**src/rtl/cpu_pkg.sv**
```systemverilog
// Shared CPU definitions: run-controller state encoding, debug command codes
// and the HALT opcode shared with the instruction decoder.
package cpu_pkg;

   typedef enum logic [2:0] {
      ST_IDLE   = 3'd0,
      ST_RUN    = 3'd1,
      ST_STEP   = 3'd2,
      ST_DRAIN  = 3'd3,
      ST_HALTED = 3'd4,
      ST_FLUSH  = 3'd5
   } run_state_e;

   localparam logic [1:0] CMD_NOP   = 2'b00;
   localparam logic [1:0] CMD_RUN   = 2'b01;
   localparam logic [1:0] CMD_STEP  = 2'b10;
   localparam logic [1:0] CMD_CLEAR = 2'b11;

   localparam logic [5:0] OP_HALT = 6'b111111;

   function automatic logic is_enabled_state(run_state_e s);
      return (s == ST_RUN) || (s == ST_STEP) || (s == ST_DRAIN);
   endfunction

endpackage

```
**src/rtl/pipeline_run_controller_sat_counter.sv**
```systemverilog
// Saturating up-counter with synchronous clear; holds at all-ones instead of wrapping.
module sat_counter #(
   parameter int W = 32
) (
   input  logic         i_clk,
   input  logic         i_reset,
   input  logic         clear,
   input  logic         inc,
   output logic [W-1:0] count
);

   always_ff @(posedge i_clk) begin
      if (i_reset || clear) begin
         count <= '0;
      end else if (inc && (count != '1)) begin
         count <= count + W'(1);
      end
   end

endmodule

```
**src/rtl/pipeline_run_controller.sv**
```systemverilog
// Debug-unit run controller: sequences pipeline enable/flush for run, single
// step, HALT drain and watchdog timeout.
//
// state  | meaning
// IDLE   | pipeline frozen, waiting for a command
// RUN    | free-running, watching for HALT in EX and the watchdog
// STEP   | one enabled cycle, then back to IDLE
// DRAIN  | HALT seen in EX; letting MEM/WB complete
// HALTED | program finished or timed out; only CLEAR leaves
// FLUSH  | one cycle clearing stage registers, PC and status
module pipeline_run_controller
   import cpu_pkg::*;
#(
   parameter int DRAIN_CYCLES = 2,
   parameter int MAX_CYCLES   = 1024,
   parameter int CNT_W        = 32
) (
   input  logic             i_clk,
   input  logic             i_reset,
   input  logic             i_cmd_valid,
   output logic             o_cmd_ready,
   input  logic [1:0]       i_cmd,
   input  logic             i_halt_in_ex,
   output logic             o_pipe_enable,
   output logic             o_pipe_flush,
   output logic             o_done,
   output logic             o_halted,
   output logic             o_timeout,
   output logic [2:0]       o_state,
   output logic [CNT_W-1:0] o_cycle_count
);

   localparam int DRAIN_W = (DRAIN_CYCLES < 1) ? 1 : $clog2(DRAIN_CYCLES + 1);
   localparam logic [DRAIN_W-1:0] DRAIN_LOAD = DRAIN_W'(DRAIN_CYCLES);
   localparam logic [CNT_W:0]     MAX_CMP    = (CNT_W+1)'(MAX_CYCLES);

   run_state_e         state, state_nxt;
   logic [DRAIN_W-1:0] drain_cnt, drain_nxt;
   logic               done_nxt, halted_nxt, timeout_nxt;
   logic               cmd_accept;
   logic               timeout_hit;
   logic [CNT_W:0]     cnt_plus1;

   assign o_state       = state;
   assign o_pipe_enable = is_enabled_state(state);
   assign o_pipe_flush  = (state == ST_FLUSH);
   assign o_cmd_ready   = (state == ST_IDLE) || (state == ST_HALTED);
   assign cmd_accept    = i_cmd_valid && o_cmd_ready;

   // Compare one bit wider so MAX_CYCLES equal to 2**CNT_W is still reachable.
   assign cnt_plus1   = {1'b0, o_cycle_count} + (CNT_W+1)'(1);
   assign timeout_hit = (cnt_plus1 == MAX_CMP);

   sat_counter #(.W(CNT_W)) u_cycle_cnt (
      .i_clk   (i_clk),
      .i_reset (i_reset),
      .clear   (state == ST_FLUSH),
      .inc     (o_pipe_enable),
      .count   (o_cycle_count)
   );

   always_comb begin
      state_nxt   = state;
      drain_nxt   = drain_cnt;
      done_nxt    = 1'b0;
      halted_nxt  = o_halted;
      timeout_nxt = o_timeout;
      case (state)
         ST_IDLE: begin
            if (cmd_accept) begin
               case (i_cmd)
                  CMD_RUN:   state_nxt = ST_RUN;
                  CMD_STEP:  state_nxt = ST_STEP;
                  CMD_CLEAR: state_nxt = ST_FLUSH;
                  default:   state_nxt = ST_IDLE;
               endcase
            end
         end
         ST_RUN, ST_STEP: begin
            if (i_halt_in_ex) begin
               if (DRAIN_CYCLES == 0) begin
                  state_nxt  = ST_HALTED;
                  halted_nxt = 1'b1;
                  done_nxt   = 1'b1;
               end else begin
                  state_nxt = ST_DRAIN;
                  drain_nxt = DRAIN_LOAD;
               end
            end else if (state == ST_STEP) begin
               state_nxt = ST_IDLE;
               done_nxt  = 1'b1;
            end else if (timeout_hit) begin
               state_nxt   = ST_HALTED;
               halted_nxt  = 1'b1;
               timeout_nxt = 1'b1;
               done_nxt    = 1'b1;
            end
         end
         ST_DRAIN: begin
            if (drain_cnt <= DRAIN_W'(1)) begin
               state_nxt  = ST_HALTED;
               drain_nxt  = '0;
               halted_nxt = 1'b1;
               done_nxt   = 1'b1;
            end else begin
               drain_nxt = drain_cnt - DRAIN_W'(1);
            end
         end
         ST_HALTED: begin
            if (cmd_accept && (i_cmd == CMD_CLEAR)) state_nxt = ST_FLUSH;
         end
         ST_FLUSH: begin
            state_nxt   = ST_IDLE;
            halted_nxt  = 1'b0;
            timeout_nxt = 1'b0;
            done_nxt    = 1'b1;
         end
         default: state_nxt = ST_IDLE;
      endcase
   end

   always_ff @(posedge i_clk) begin
      if (i_reset) begin
         state     <= ST_IDLE;
         drain_cnt <= '0;
         o_done    <= 1'b0;
         o_halted  <= 1'b0;
         o_timeout <= 1'b0;
      end else begin
         state     <= state_nxt;
         drain_cnt <= drain_nxt;
         o_done    <= done_nxt;
         o_halted  <= halted_nxt;
         o_timeout <= timeout_nxt;
      end
   end

endmodule
```
**config.mk**
```make
export PLATFORM = sky130hd
export DESIGN_NAME = pipeline_run_controller
export DESIGN_NICKNAME = d
export VERILOG_FILES = /design/src/rtl/cpu_pkg.sv /design/src/rtl/pipeline_run_controller_sat_counter.sv /design/src/rtl/pipeline_run_controller.sv
export SDC_FILE = /design/constraint.sdc
export NUM_CORES = 1
export LEC_CHECK = 0
export ABC_CLOCK_PERIOD_IN_PS = 3300
export BUFFER_PORTS_ARGS = -buffer_cell sky130_fd_sc_hd__buf_4
export CORE_ASPECT_RATIO = 1.5
export CORE_MARGIN = 2
export CORE_UTILIZATION = 56
export CTS_CLUSTER_DIAMETER = 30
export DETAILED_ROUTE_END_ITERATION = 10
export GPL_ROUTABILITY_DRIVEN = 0
export PLACE_DENSITY = 0.8
export SETUP_SLACK_MARGIN = 0.1
export SLEW_MARGIN = 30
export SYNTH_ARGS = -nofsm -noshare
export SYNTH_HDL_FRONTEND = slang
export SYNTH_SLANG_ARGS = --single-unit
```
**constraint.sdc**
```tcl
create_clock -name i_clk -period 3.3 [get_ports i_clk]
set_input_delay 0.66 -clock i_clk [delete_from_list [all_inputs] [get_ports i_clk]]
set_output_delay 0.66 -clock i_clk [all_outputs]
set_load 0.01 [all_outputs]
```
==> results of run 1 <==
layer usage:
layer | GRT usage | up-vias | wire, um
li1 | - | 1339 | -
met1 | 0.3071 | 1306 | 2790
met3 | 0.05158 | 31 | 371
met5 | 0 | - | 0
met4 | 0.1482 | 0 | 308
met2 | 0.4932 | 130 | 3789
worst paths after layout:
check | from | to | slack (ns) | depth (start not counted)
worst min register to register | drain_cnt[0]$_SDFFE_PP0P_ | drain_cnt[0]$_SDFFE_PP0P_ | 0.50 | 2
worst max-delay path | u_cycle_cnt.count[0]$_SDFFE_PP0P_ | o_state[2]$_SDFFE_PP0P_ | 0.52 | 8
worst min-delay path | drain_cnt[0]$_SDFFE_PP0P_ | drain_cnt[0]$_SDFFE_PP0P_ | 0.50 | 2
worst max register to register | u_cycle_cnt.count[0]$_SDFFE_PP0P_ | o_state[2]$_SDFFE_PP0P_ | 0.52 | 8
sequential cells by signal, summed over array words and instances, names as in the netlist:
signal	cells
o_state	3
o_done	1
u_cycle_cnt.count	32
o_halted	1
o_timeout	1
drain_cnt	2
cell type report:
class,count,area (um2),share of cell area
Sequential cell,40,800.8,0.2550
Timing Repair Buffer,52,390.4,0.1243
Tap cell,66,82.58,0.02629
Inverter,8,30.03,0.009562
Clock inverter,1,5.005,0.001594
Multi-Input combinational cell,273,1759,0.5602
Clock buffer,6,72.57,0.02311
synthesized netlist by cell type (2+ instances only):
library cell  count  share of area
nor2_1           46          0.063
dfxtp_1          40           0.29
nand2_1          24          0.033
nand4_1          22          0.050
nand3_1          21          0.038
xor2_1           20          0.064
xnor2_1          16          0.051
clkbuf_1         15          0.021
a21oi_1          13          0.024
and3_1           11          0.025
buf_2            10          0.018
nor3_1           10          0.018
inv_1             8          0.011
nor4_1            8          0.018
o21ai_0           7          0.013
a31oi_1           6          0.014
a211oi_1          5          0.014
and2_1            5          0.011
a211o_1           3         0.0096
and4_1            3         0.0096
clkbuf_2          3         0.0055
o31ai_1           3         0.0082
or3_1             3         0.0069
a22oi_1           2         0.0055
a311oi_1          2         0.0064
a32oi_1           2         0.0064
ha_1              2         0.0092
nand3b_1          2         0.0055
nor2b_1           2         0.0046
nor3b_1           2         0.0055
nor4bb_1          2         0.0073
or2_2             2         0.0046
or4_1             2         0.0055
through the flow:
step	util	hold slack [ns]	total power, uW
4_1_cts	0.6583	0.4904	1129
5_1_grt	0.6583	0.5144	1181
3_5_place_dp	0.6420	0.4799	829.4
2_1_floorplan	-	0.4538	731.0
6_report	0.6583	0.4975	1129
3_3_place_gp	0.6420	0.4672	822.8
cells in the final DEF, fill, tap and decap left out, types with 3 or more instances in the layout:
cell	synthesis	layout
xnor2_1	16	16
o31ai_1	3	3
and2_1	5	5
buf_4	1	52
a211o_1	3	3
nor2_1	46	46
and3_1	11	11
dfxtp_1	40	40
nand2_1	24	24
a31oi_1	6	6
a21oi_1	13	13
nand3_1	21	21
and4_1	3	3
nand4_1	22	22
a211oi_1	5	5
clkbuf_8	0	5
nor4_1	8	8
inv_1	8	8
o21ai_0	7	7
nor3_1	10	10
xor2_1	20	20
or3_1	3	3
kinds of logic after synthesis:
group,count (synthesis),synth area share
fa+ha+maj,2,0.009152
compound gates,58,0.1593
mux,2,0.007780
flops,40,0.2929
xor+xnor,36,0.1153
buf+inv,39,0.06361
simple gates,175,0.3519
power breakdown:
group	switching (uW)	internal (uW)	total (uW)
sequential	36.1	503	539
clock	163	144	307
combinational	171	112	283
total	370	759	1130
critical path, cell delays in order, from the launching register on:
cell and delay (ns):
dfxtp_1 0.53, ha_1 0.34, nand4_4 0.19, nor3_4 0.32, or4b_1 0.47, a32oi_1 0.21, and4_1 0.25, nand4_1 0.13
a311oi_2 0.26
==> metrics.md, run 1 <==
| Metric | Value |
|---|---|
| Final ANT Viol Nets | `0` |
| Fmax | `360.0 MHz` |
| CTS root buf | `clkbuf_8` |
| Min Tclk post-route | `2.778 ns` |
| CP Launch Type | `register` |
| PD cells | `359.5 mW/mm2` |
| Final nets | `388` |
| Share of post-route cells with drive strength above 1 | `0.1921` |
| Post-DR vias/cell | `6.291` |
| RSZ-0062 raised after global routing | `false` |
| Synth Cell Area | `0.002734 mm2` |
| Post-synthesis instance total | `352` |
| Post-CTS setup buffer count | `0` |
| Yosys warning total | `0` |
| Ys async rst share | `0` |
| Post-cts sizing count | `0` |
| Clock buffer depth | `2` |
| Initial antenna violation count | `0` |
| Slew Limit Headroom | `0.4883` |
| Syn Nets | `360` |
| Max IR drop VDD | `0.2504 mV` |
| Initial Util | `0.5730` |
| Sequential share of the synthesized area | `0.2929` |
| Congestion Overflow GR | `0` |
| Wire length of the first global-routing pass | `11.65 mm` |
| Clock sinks | `40` |
| Hold crit path type | `reg -> reg` |
| Distinct cells, synth | `63` |
| Cells after DPL | `439` |
| Run status | `completed` |
| Leakage Power | `0.001194 uW` |
| DR pass1 iterations | `5` |
| DP Area | `0.003063 mm2` |
| Port buffer count | `46` |
| Die area | `0.005469 mm2` |
| Fillers | `427` |
| Total vias in the final route | `2806` |
| Worst EP arrival | `2.99 ns` |
| Worst slew pin tran | `0.7675 ns` |
| Crit-path max FO | `11` |
| Max_cap viols | `0` |
| Area of all placed cells without fillers | `0.003141 mm2` |
| CTS tree | `done` |
| Die span in y | `89.58 um` |
| Largest net degree at the start of global routing | `35` |
| Die span in x | `61.05 um` |
| Rows | `31` |
| Clock Pin Slew Worst Setup and Hold Paths | `0.08 ns` |
| Worst-skew pair later-pin latency | `0.29 ns` |
| Non-Filler Instances | `446` |
| Drt wl/cell | `16.28 um` |
| Synth-to-layout area growth | `14.87%` |
| Htree depth | `2` |
| CTS Buf Count | `5` |
| Number of synthesized flops with an enable pin | `0` |
| Number of global-route vias before repair | `2573` |
| Dpl hpwl | `5.328 mm` |
| All-Layer GR Usage | `0.2793` |
| # diodes | `0` |
| Hold Buf Count CTS | `0` |
| Setup Total Neg Slack | `0 ns` |
| WS Path Type | `reg -> reg` |
| Setup ws final | `0.5223 ns` |
| Setup WS pre-CTS | `0.5667 ns` |
| CORE AREA | `0.004771 mm2` |
| Final wirelength | `7.261 mm` |
| CP required | `3.51 ns` |
| Tcrit/Tclk final | `0.8417` |
| Finish-stage setup viols | `0` |
| Drc violations | `0` |
| Final hold vios | `0` |
| Setup clock skew after layout | `0.005573 ns` |
| Critical path capture point type | `register` |
| Slew Viols, Final | `0` |
| DR iter-0 viols | `154` |
| IO Pins | `47` |
| Flops & latches, synth | `40` |
| Top_reg_cell synth | `dfxtp_1` |
| Avg Cell Area, Syn | `7.767 um2` |
Power figures use the tool's default switching activity.
==> run 2: changes to the inputs <==
Settings changed: ABC_AREA from default to 1, ABC_CLOCK_PERIOD_IN_PS 3300 to 2600, CORE_UTILIZATION 56 to 57.
Clock period 3.3 ns to 2.6 ns, I/O delays scaled along.
==> run 2 against run 1 <==
  * Clock-buffer cell count fell by 1
  * Non-clock buffer count fell by 2
  * Via count rose by 20%
  * Clock skew rose by 0.0013 ns
  * First-iteration DRC count rose by 83%
  * Sequential power rose by 140%
  * Global-route usage rose by 1.2 points
  * Register-to-register slack got worse by 0.16 ns
  * Cell count rose by 37%
==> metrics.md, run 2 <==
| Metric | Value |
|---|---|
| Drc violations | `0 (unchanged)` |
| Final ANT Viol Nets | `0 (unchanged)` |
| WS Path Type | `reg -> reg` |
| Run status | `completed` |
| Most common cell after layout, fill and taps aside | `nand2_1` |
| Number of global-route vias before repair | `3059 (+19%)` |
| Distinct cells, synth | `28 (-56%)` |
| Int Pwr | `2062 uW (+170%)` |
| Min Tclk post-route | `2.242 ns (-0.5358 ns)` |
| Combinational fraction of design power | `0.550 (+0.299)` |
| RSZ-0062 raised after global routing | `false` |
| Critical path origin | `u_cycle_cnt.count[0]$_SDFFE_PP0P_` |
| Global Route met1 Usage | `0.3295 (+0.02242)` |
| CP Launch Type | `register` |
| Dpl hpwl | `6.180 mm (+16%)` |
| Htree depth | `2 (unchanged)` |
| Worst slew pin tran | `0.4317 ns (-0.3358 ns)` |
| Worst-skew pair later-pin latency | `0.31 ns (+0.02 ns)` |
| IO Pins | `47 (unchanged)` |
| CP max-delay cell | `dfxtp_1` |
| Synth Cell Area | `0.002918 mm2 (+6.7%)` |
| Clock buffer depth | `2 (unchanged)` |
| Sequential Power Share | `0.318 (-0.159)` |
| Most area-consuming cells after synthesis | `dfxtp_1, nand2_1, nor2_1, inv_1, o21ai_0` |
| Die area | `0.005719 mm2 (+4.6%)` |
| Yosys top cell area share | `0.2744 (-0.01846)` |
| Rows | `31 (unchanged)` |
| Setup clock skew after layout | `0.006911 ns (+0.001338 ns)` |
| Slew Limit Headroom | `0.7111 (+0.2228)` |
| Post-DR vias/cell | `5.532 (-12%)` |
| Met3 Use GR | `0.04172 (-0.009858)` |
| Die span in x | `62.42 um (+2.2%)` |
| Worst EP arrival | `2.45 ns (-0.54 ns)` |
| Crit-path max FO | `6 (-5)` |
| Net Sw Frac | `0.4914 (+0.1634)` |
| CTS tree | `done` |
| Initial Util | `0.5970 (+0.02399)` |
| CTS root buf | `clkbuf_8` |
| Max_cap viols | `0 (unchanged)` |
| Ys async rst share | `0 (unchanged)` |
| Final nets | `550 (+42%)` |
| Max incr delay on CP | `0.41 ns (-0.12 ns)` |
| All-Layer GR Usage | `0.2918 (+0.01247)` |
| Yosys top cell by area | `dfxtp_1` |
| Post-synthesis instance total | `494 (+40%)` |
| PD cells | `1170 mW/mm2 (+230%)` |
| Sequential share of the synthesized area | `0.2744 (-0.01846)` |
| Flops & latches, synth | `40 (unchanged)` |
| Number of flip-flops in the largest register | `32 (unchanged)` |
| Count leader, synth | `nand2_1` |
| Final hold vios | `0 (unchanged)` |
| CTS Buf Count | `5 (unchanged)` |
| Yosys warning total | `0 (unchanged)` |
| DR pass1 iterations | `6 (+1)` |
| Syn Nets | `502 (+39%)` |
| Wire length of the first global-routing pass | `13.54 mm (+16%)` |
| CORE AREA | `0.004887 mm2 (+2.4%)` |
| Max IR drop VDD | `0.8502 mV (+240%)` |
| Share of post-route cells with drive strength above 1 | `0.1897 (-0.002418)` |
| Largest net degree at the start of global routing | `35 (unchanged)` |
| Setup Total Neg Slack | `0 ns (unchanged)` |
| Commonest non-fill, non-tap cells in the layout | `nand2_1, nor2_1, buf_4` |
| Crit-path cells | `ha_2, nand2_2, nor2_4, nand2_4, o21ai_1, nand2_1, nor2_1, nand3_1, nor2_2, nand3_2, nand2_2, nand4_1, nand2_1, nor2_1` |
| Synth cell count leaders | `nand2_1, nor2_1, inv_1, dfxtp_1, o21ai_0` |
| Clock Pin Slew Worst Setup and Hold Paths | `0.08 ns (about the same)` |
| Finish-stage setup viols | `0 (unchanged)` |
| Congestion Overflow GR | `0 (unchanged)` |
| Clock sinks | `40 (unchanged)` |
| CP required | `2.81 ns (-0.70 ns)` |
| Port buffer count | `46 (unchanged)` |
| Switching pwr | `1992 uW (+440%)` |
| Fillers | `480 (+12%)` |
| Hold crit path type | `in -> reg` |
| Clock share of power | `0.132 (-0.140)` |
| Final wirelength | `8.205 mm (+13%)` |
| Critical path capture point type | `register` |
| Leakage Power | `0.001570 uW (+31%)` |
| Top_reg_cell synth | `dfxtp_1` |
| Worst hold slack | `0.3981 ns (-0.09937 ns)` |
| Most Crowded Layer GR | `met2` |
| Worst R2R Setup Slack | `0.36 ns (-0.16 ns)` |
| Total vias in the final route | `3369 (+20%)` |
| Grt met2 use | `0.5251 (+0.03186)` |
| Storage element area | `802.0 um2 (+0.16%)` |
| Most flop-heavy register | `u_cycle_cnt.count` |
| Hold Path Origin | `i_reset` |
| # diodes | `0 (unchanged)` |
| Slew Viols, Final | `0 (unchanged)` |
| Die span in y | `91.63 um (+2.3%)` |
| Avg Cell Area, Syn | `5.906 um2 (-24%)` |
| Worst r2r src | `u_cycle_cnt.count[0]$_SDFFE_PP0P_` |
| Number of synthesized flops with an enable pin | `0 (unchanged)` |
| Drt wl/cell | `13.47 um (-17%)` |
| DR iter-0 viols | `282 (+83%)` |
| Initial antenna violation count | `0 (unchanged)` |
| Fmax | `446.1 MHz (+24%)` |
| Multi-input logic area | `0.001877 mm2 (+6.7%)` |
| Tcrit/Tclk final | `0.8622 (+0.02053)` |
| Synth-to-layout area growth | `18.78%` |
-- run 2: cell count changes in the layout (fill, tap and decap cells not counted), moves of 14 or more --
cell     before  now
a21oi_1      13   29
inv_1         8   49
nand2_1      24  157
nand2_2       0   14
nand4_1      22    8
nor2_1       46   72
o21ai_0       7   32
xnor2_1      16    0
xor2_1       20    2
-- run 2: area by class of cell --
class	count	area share
inverters	55	0.06065
clock inverters	3	0.01227
repair buffers	50	0.1083
clock buffers	5	0.01986
repair inverters	1	0.002166
flip-flops and latches	40	0.2314
multi-input cells	389	0.5415
well taps	66	0.02383
-- run 2: critical path, delay by kind of cell, from the launching register on --
family                   cells  cell delay [ns]
AO/OA/AOI/OAI                1             0.13
adder cells (fa/ha/maj)      1             0.27
flip-flops                   1             0.41
AND/OR/NAND/NOR             12             1.34
-- run 2: power by group through the flow --
stage | clock, uW | combinational [uW] | sequential (uW)
2_1_floorplan | 0 | 1300 | 1300
3_3_place_gp | 0 | 2090 | 1280
3_5_place_dp | 0 | 2120 | 1290
4_1_cts | 542 | 2130 | 1280
5_1_grt | 558 | 2500 | 1330
6_report | 534 | 2230 | 1290
-- run 2: cell families after synthesis --
group           Yosys count  share of synthesized area
simple gates            306                     0.4811
xor+xnor                  2                   0.006005
fa+ha+maj                 2                   0.008575
flops                    40                     0.2744
buf+inv                  65                    0.08491
compound gates           79                     0.1449
-- run 2: final timing paths --
check	to	cells past startpoint
max	o_state[2]$_SDFFE_PP0P_	14
min	o_state[1]$_SDFFE_PP0P_	2
max reg2reg	o_state[2]$_SDFFE_PP0P_	14
min reg2reg	drain_cnt[0]$_SDFFE_PP0P_	1
-- run 2: per-stage QoR --
stage	cell area [um2]	instances	util	setup WS, ns	total power [uW]
final	3466	609	0.7092	0.3582	4054
after global routing	3466	609	0.7092	0.1309	4387
after CTS	3431	606	0.7020	0.2288	3947
after detailed placement	3319	598	0.6792	0.2409	3408
after global placement	3319	598	0.6792	0.3328	3365
after floorplan	2918	494	-	0.5065	2606
-- run 2: routing by layer --
metal  vias to the layer above  share of wire
li1                       1677              -
met1                      1527           0.41
met2                       132           0.49
met3                        33          0.060
met4                         0          0.041
met5                         -              0
-- run 2: timing repair --
action                     4_1_cts  5_1_grt
buffers inserted                 0        2
resized for setup                0        6
hold buffers                     0        0
setup endpoints to repair        0       20
==> run 3: changes to the inputs <==
--- a/config.mk
+++ b/config.mk
@@ -11,12 +11,13 @@
 export CORE_ASPECT_RATIO = 1.5
 export CORE_MARGIN = 2
-export CORE_UTILIZATION = 57
+export CORE_UTILIZATION = 59
 export CTS_CLUSTER_DIAMETER = 30
 export DETAILED_ROUTE_END_ITERATION = 10
 export GPL_ROUTABILITY_DRIVEN = 0
-export PLACE_DENSITY = 0.8
+export PLACE_DENSITY = 0.81
 export SETUP_SLACK_MARGIN = 0.1
 export SLEW_MARGIN = 30
 export SYNTH_ARGS = -nofsm -noshare
 export SYNTH_HDL_FRONTEND = slang
+export SYNTH_HIERARCHICAL = 1
 export SYNTH_SLANG_ARGS = --single-unit
==> constraint.sdc (replaced) <==
create_clock -name i_clk -period 2.6 [get_ports i_clk]
set_input_delay 0.65 -clock i_clk [delete_from_list [all_inputs] [get_ports i_clk]]
set_output_delay 0.65 -clock i_clk [all_outputs]
set_load 0.01 [all_outputs]
==> run 3 against run 2 <==
  * Largest cell class unchanged
  * Largest power group is now registers
  * Highest routed layer unchanged
  * Total power down 60%
  * Combinational power down 79%
  * Non-clock buffer count up 10
==> metrics.md, run 3 <==
| Metric | Value |
|---|---|
| Run status | `completed` |
| Yosys warning total | `6 (+6)` |
| Setup ws final | `0.3418 ns (-0.01639 ns)` |
| Yosys top cell area share | `0.2291 (-0.04530)` |
| Congestion Overflow GR | `0 (unchanged)` |
| Worst R2R Setup Slack | `0.34 ns (-0.02 ns)` |
| Number of synthesized flops with an enable pin | `0 (unchanged)` |
| Max IR drop VDD | `0.4644 mV (-45%)` |
| Worst r2r src | `u_cycle_cnt/count[25]$_SDFFE_PP0P_` |
| CTS tree | `done` |
| Setup Total Neg Slack | `0 ns (unchanged)` |
| Count leader, synth | `nand2_1` |
| Drc violations | `0 (unchanged)` |
| Worst path most repeated cell | `nand2_1` |
| Share of post-route cells with drive strength above 1 | `0.1789 (-0.01080)` |
| Most common cell after layout, fill and taps aside | `nand2_1` |
| Sequential Power Share | `0.428 (+0.110)` |
| Max incr delay on CP | `0.59 ns (+0.18 ns)` |
| Worst-skew pair later-pin latency | `0.30 ns (about the same)` |
| All-Layer GR Usage | `0.3705 (+0.07871)` |
| Final hold vios | `0 (unchanged)` |
| CTS root buf | `clkbuf_8` |
| Post-DR vias/cell | `5.643 (+2.0%)` |
| Hold Path Origin | `o_timeout$_SDFFE_PP0P_` |
| Htree depth | `2 (unchanged)` |
| Rows | `34 (+9.7%)` |
| Most area-consuming cells after synthesis | `dfxtp_1, nand2_1, nor2_1, nand3_1, inv_1` |
| Hold crit path type | `reg -> reg` |
| Crit-path max FO | `9 (+3)` |
| Ys async rst share | `0 (unchanged)` |
| Critical path capture point type | `register` |
| Sequential share of the synthesized area | `0.2291 (-0.04530)` |
| DR iter-0 viols | `390 (+38%)` |
| Commonest non-fill, non-tap cells in the layout | `nand2_1, nor2_1, buf_4` |
| Number of global-route vias before repair | `4069 (+33%)` |
| Avg Cell Area, Syn | `5.618 um2 (-4.9%)` |
| Syn Nets | `629 (+25%)` |
| Yosys top cell by area | `dfxtp_1` |
| Initial antenna violation count | `0 (unchanged)` |
| FF-to-FF End | `o_state[0]$_SDFFE_PP0P_` |
| Clock Pin Slew Worst Setup and Hold Paths | `0.08 ns (about the same)` |
| CP max-delay cell | `dfxtp_1` |
| Setup clock skew after layout | `0.004777 ns (-0.002134 ns)` |
| Worst EP arrival | `2.46 ns (about the same)` |
| CTS Buf Count | `5 (unchanged)` |
| Clock sinks | `40 (unchanged)` |
| Fmax | `442.8 MHz (-0.73%)` |
| Number of flip-flops in the largest register | `32 (unchanged)` |
| Max_cap viols | `0 (unchanged)` |
| Die area | `0.006567 mm2 (+15%)` |
| IO Pins | `47 (unchanged)` |
| Port buffer count | `46 (unchanged)` |
| Tcrit/Tclk final | `0.8686 (+0.006305)` |
| Post-synthesis instance total | `622 (+26%)` |
| Wire length of the first global-routing pass | `18.72 mm (+38%)` |
| Setup WS pre-CTS | `0.3405 ns (+0.09960 ns)` |
| Clock share of power | `0.282 (+0.150)` |
| WS Path Type | `reg -> reg` |
| Final ANT Viol Nets | `0 (unchanged)` |
| Synth-to-layout area growth | `16.65%` |
| CP Launch Type | `register` |
| Clock buffer depth | `2 (unchanged)` |
| Slew Limit Headroom | `0.6732 (-0.03789)` |
| Leakage Power | `0.001721 uW (+9.6%)` |
| DR pass1 iterations | `5 (-1)` |
| Top_reg_cell synth | `dfxtp_1` |
| Final nets | `688 (+25%)` |
| Dpl hpwl | `8.937 mm (+45%)` |
| Drt wl/cell | `15.31 um (+14%)` |
| Initial Util | `0.6085 (+0.01147)` |
| Hold depth | `2 (unchanged)` |
| Total vias in the final route | `4255 (+26%)` |
| Worst hold endpoint | `o_timeout$_SDFFE_PP0P_` |
| Most flop-heavy register | `u_cycle_cnt/count` |
| Die span in x | `66.84 um (+7.1%)` |
| Synth Cell Area | `0.003495 mm2 (+20%)` |
| Worst slew pin tran | `0.4885 ns (+0.05671 ns)` |
| Power, Total | `1641 uW (-60%)` |
| Switching pwr | `588.6 uW (-70%)` |
| Min Tclk post-route | `2.258 ns (+0.01639 ns)` |
| # diodes | `0 (unchanged)` |
| Flops & latches, synth | `40 (unchanged)` |
| CORE AREA | `0.005743 mm2 (+18%)` |
| PD cells | `402.6 mW/mm2 (-66%)` |
| CP required | `2.80 ns (about the same)` |
| Finish-stage setup viols | `0 (unchanged)` |
| Distinct cells, synth | `30 (+7.1%)` |
| Net Sw Frac | `0.3587 (-0.1327)` |
| Slew Viols, Final | `0 (unchanged)` |
| Synth cell count leaders | `nand2_1, nor2_1, inv_1, nand3_1, dfxtp_1` |
| Combinational fraction of design power | `0.290 (-0.260)` |
| Crit-path cells | `nand2_1, nor2_1, nand2_1, nor2_1, nand2_1, nand2_1, nand2_1, nor2_1, nand2_1, nor2_2, nand3_2, nand2_2, o211ai_1, nand2_1, inv_1` |
| Int Pwr | `1052 uW (-49%)` |
| Worst hold slack | `0.4556 ns (+0.05750 ns)` |
| Largest net degree at the start of global routing | `33 (-5.7%)` |
| Worst R2R Path Depth | `15 (+1)` |
| RSZ-0062 raised after global routing | `false` |
| Final wirelength | `11.54 mm (+41%)` |
| Die span in y | `98.26 um (+7.2%)` |
[run 3: kinds of logic after synthesis]
kind of cell / Yosys count / share of synthesized area
xor gates and xnor gates: 5 / 0.01253
adders and majority gates: 1 / 0.003580
buffers and inverters: 67 / 0.08235
DFF: 40 / 0.2291
and+or+nand+nor: 460 / 0.5983
AOI/OAI and AO/OA: 49 / 0.07411
[run 3: cell type report]
type / count / area (um2)
multi-input cells: 515 / 2411
fillers: 568 / 1667
flip-flops and latches: 40 / 807.0
repair buffers: 60 / 450.4
inverters: 59 / 221.5
well taps: 72 / 90.09
clock buffers: 6 / 82.58
clock inverters: 2 / 13.76
[run 3: power by group through the flow]
stage	Clock, uW	Sequential (uW)	Combinational, uW
floorplan	0	725	264
global placement	0	716	460
detailed placement	0	716	470
CTS	463	702	472
global route	497	711	530
finish	463	702	476
[run 3: how the worst max path moves through the flow]
stage / start / endpoint / slack (ns)
5_1_grt: u_cycle_cnt/count[23]$_SDFFE_PP0P_ / o_state[0]$_SDFFE_PP0P_ / 0.14
4_1_cts: u_cycle_cnt/count[11]$_SDFFE_PP0P_ / o_state[0]$_SDFFE_PP0P_ / 0.33
6_report: u_cycle_cnt/count[25]$_SDFFE_PP0P_ / o_state[0]$_SDFFE_PP0P_ / 0.34
3_5_place_dp: u_cycle_cnt/count[11]$_SDFFE_PP0P_ / o_state[0]$_SDFFE_PP0P_ / 0.34
3_3_place_gp: u_cycle_cnt/count[11]$_SDFFE_PP0P_ / o_timeout$_SDFFE_PP0P_ / 0.39
2_1_floorplan: u_cycle_cnt/count[3]$_SDFFE_PP0P_ / o_state[0]$_SDFFE_PP0P_ / 0.74
[run 3: repair_timing]
| item | CTS | global route |
|---|---|---|
| setup buffers | 0 | 0 |
| gates resized for setup | 0 | 6 |
| hold buffers | 0 | 0 |
| endpoints found under the hold margin | 0 | 0 |
| setup endpoints to repair | 0 | 5 |
[run 3: per-stage QoR]
stage | cell area (um2) | instances | util
2_1_floorplan | 3495 | 622 | -
3_3_place_gp | 3971 | 746 | 0.6915
3_5_place_dp | 3971 | 746 | 0.6915
4_1_cts | 4068 | 754 | 0.7083
5_1_grt | 4076 | 754 | 0.7098
6_report | 4076 | 754 | 0.7098
[run 3: routing by layer]
layer,vias to the layer above,GRT usage,share of wire
met5,-,0,0
met3,69,0.08410,0.072
met2,206,0.6362,0.50
met4,0,0.2339,0.061
li1,2090,-,-
met1,1890,0.3951,0.37
[run 3: worst max-delay path: cells and delay by family (launching register included)]
| kind | cells | cell delay [ns] |
|---|---|---|
| AND/OR/NAND/NOR | 13 | 1.44 |
| buffers and inverters | 1 | 0.04 |
| AO/OA/AOI/OAI | 1 | 0.10 |
| flip-flops | 1 | 0.59 |
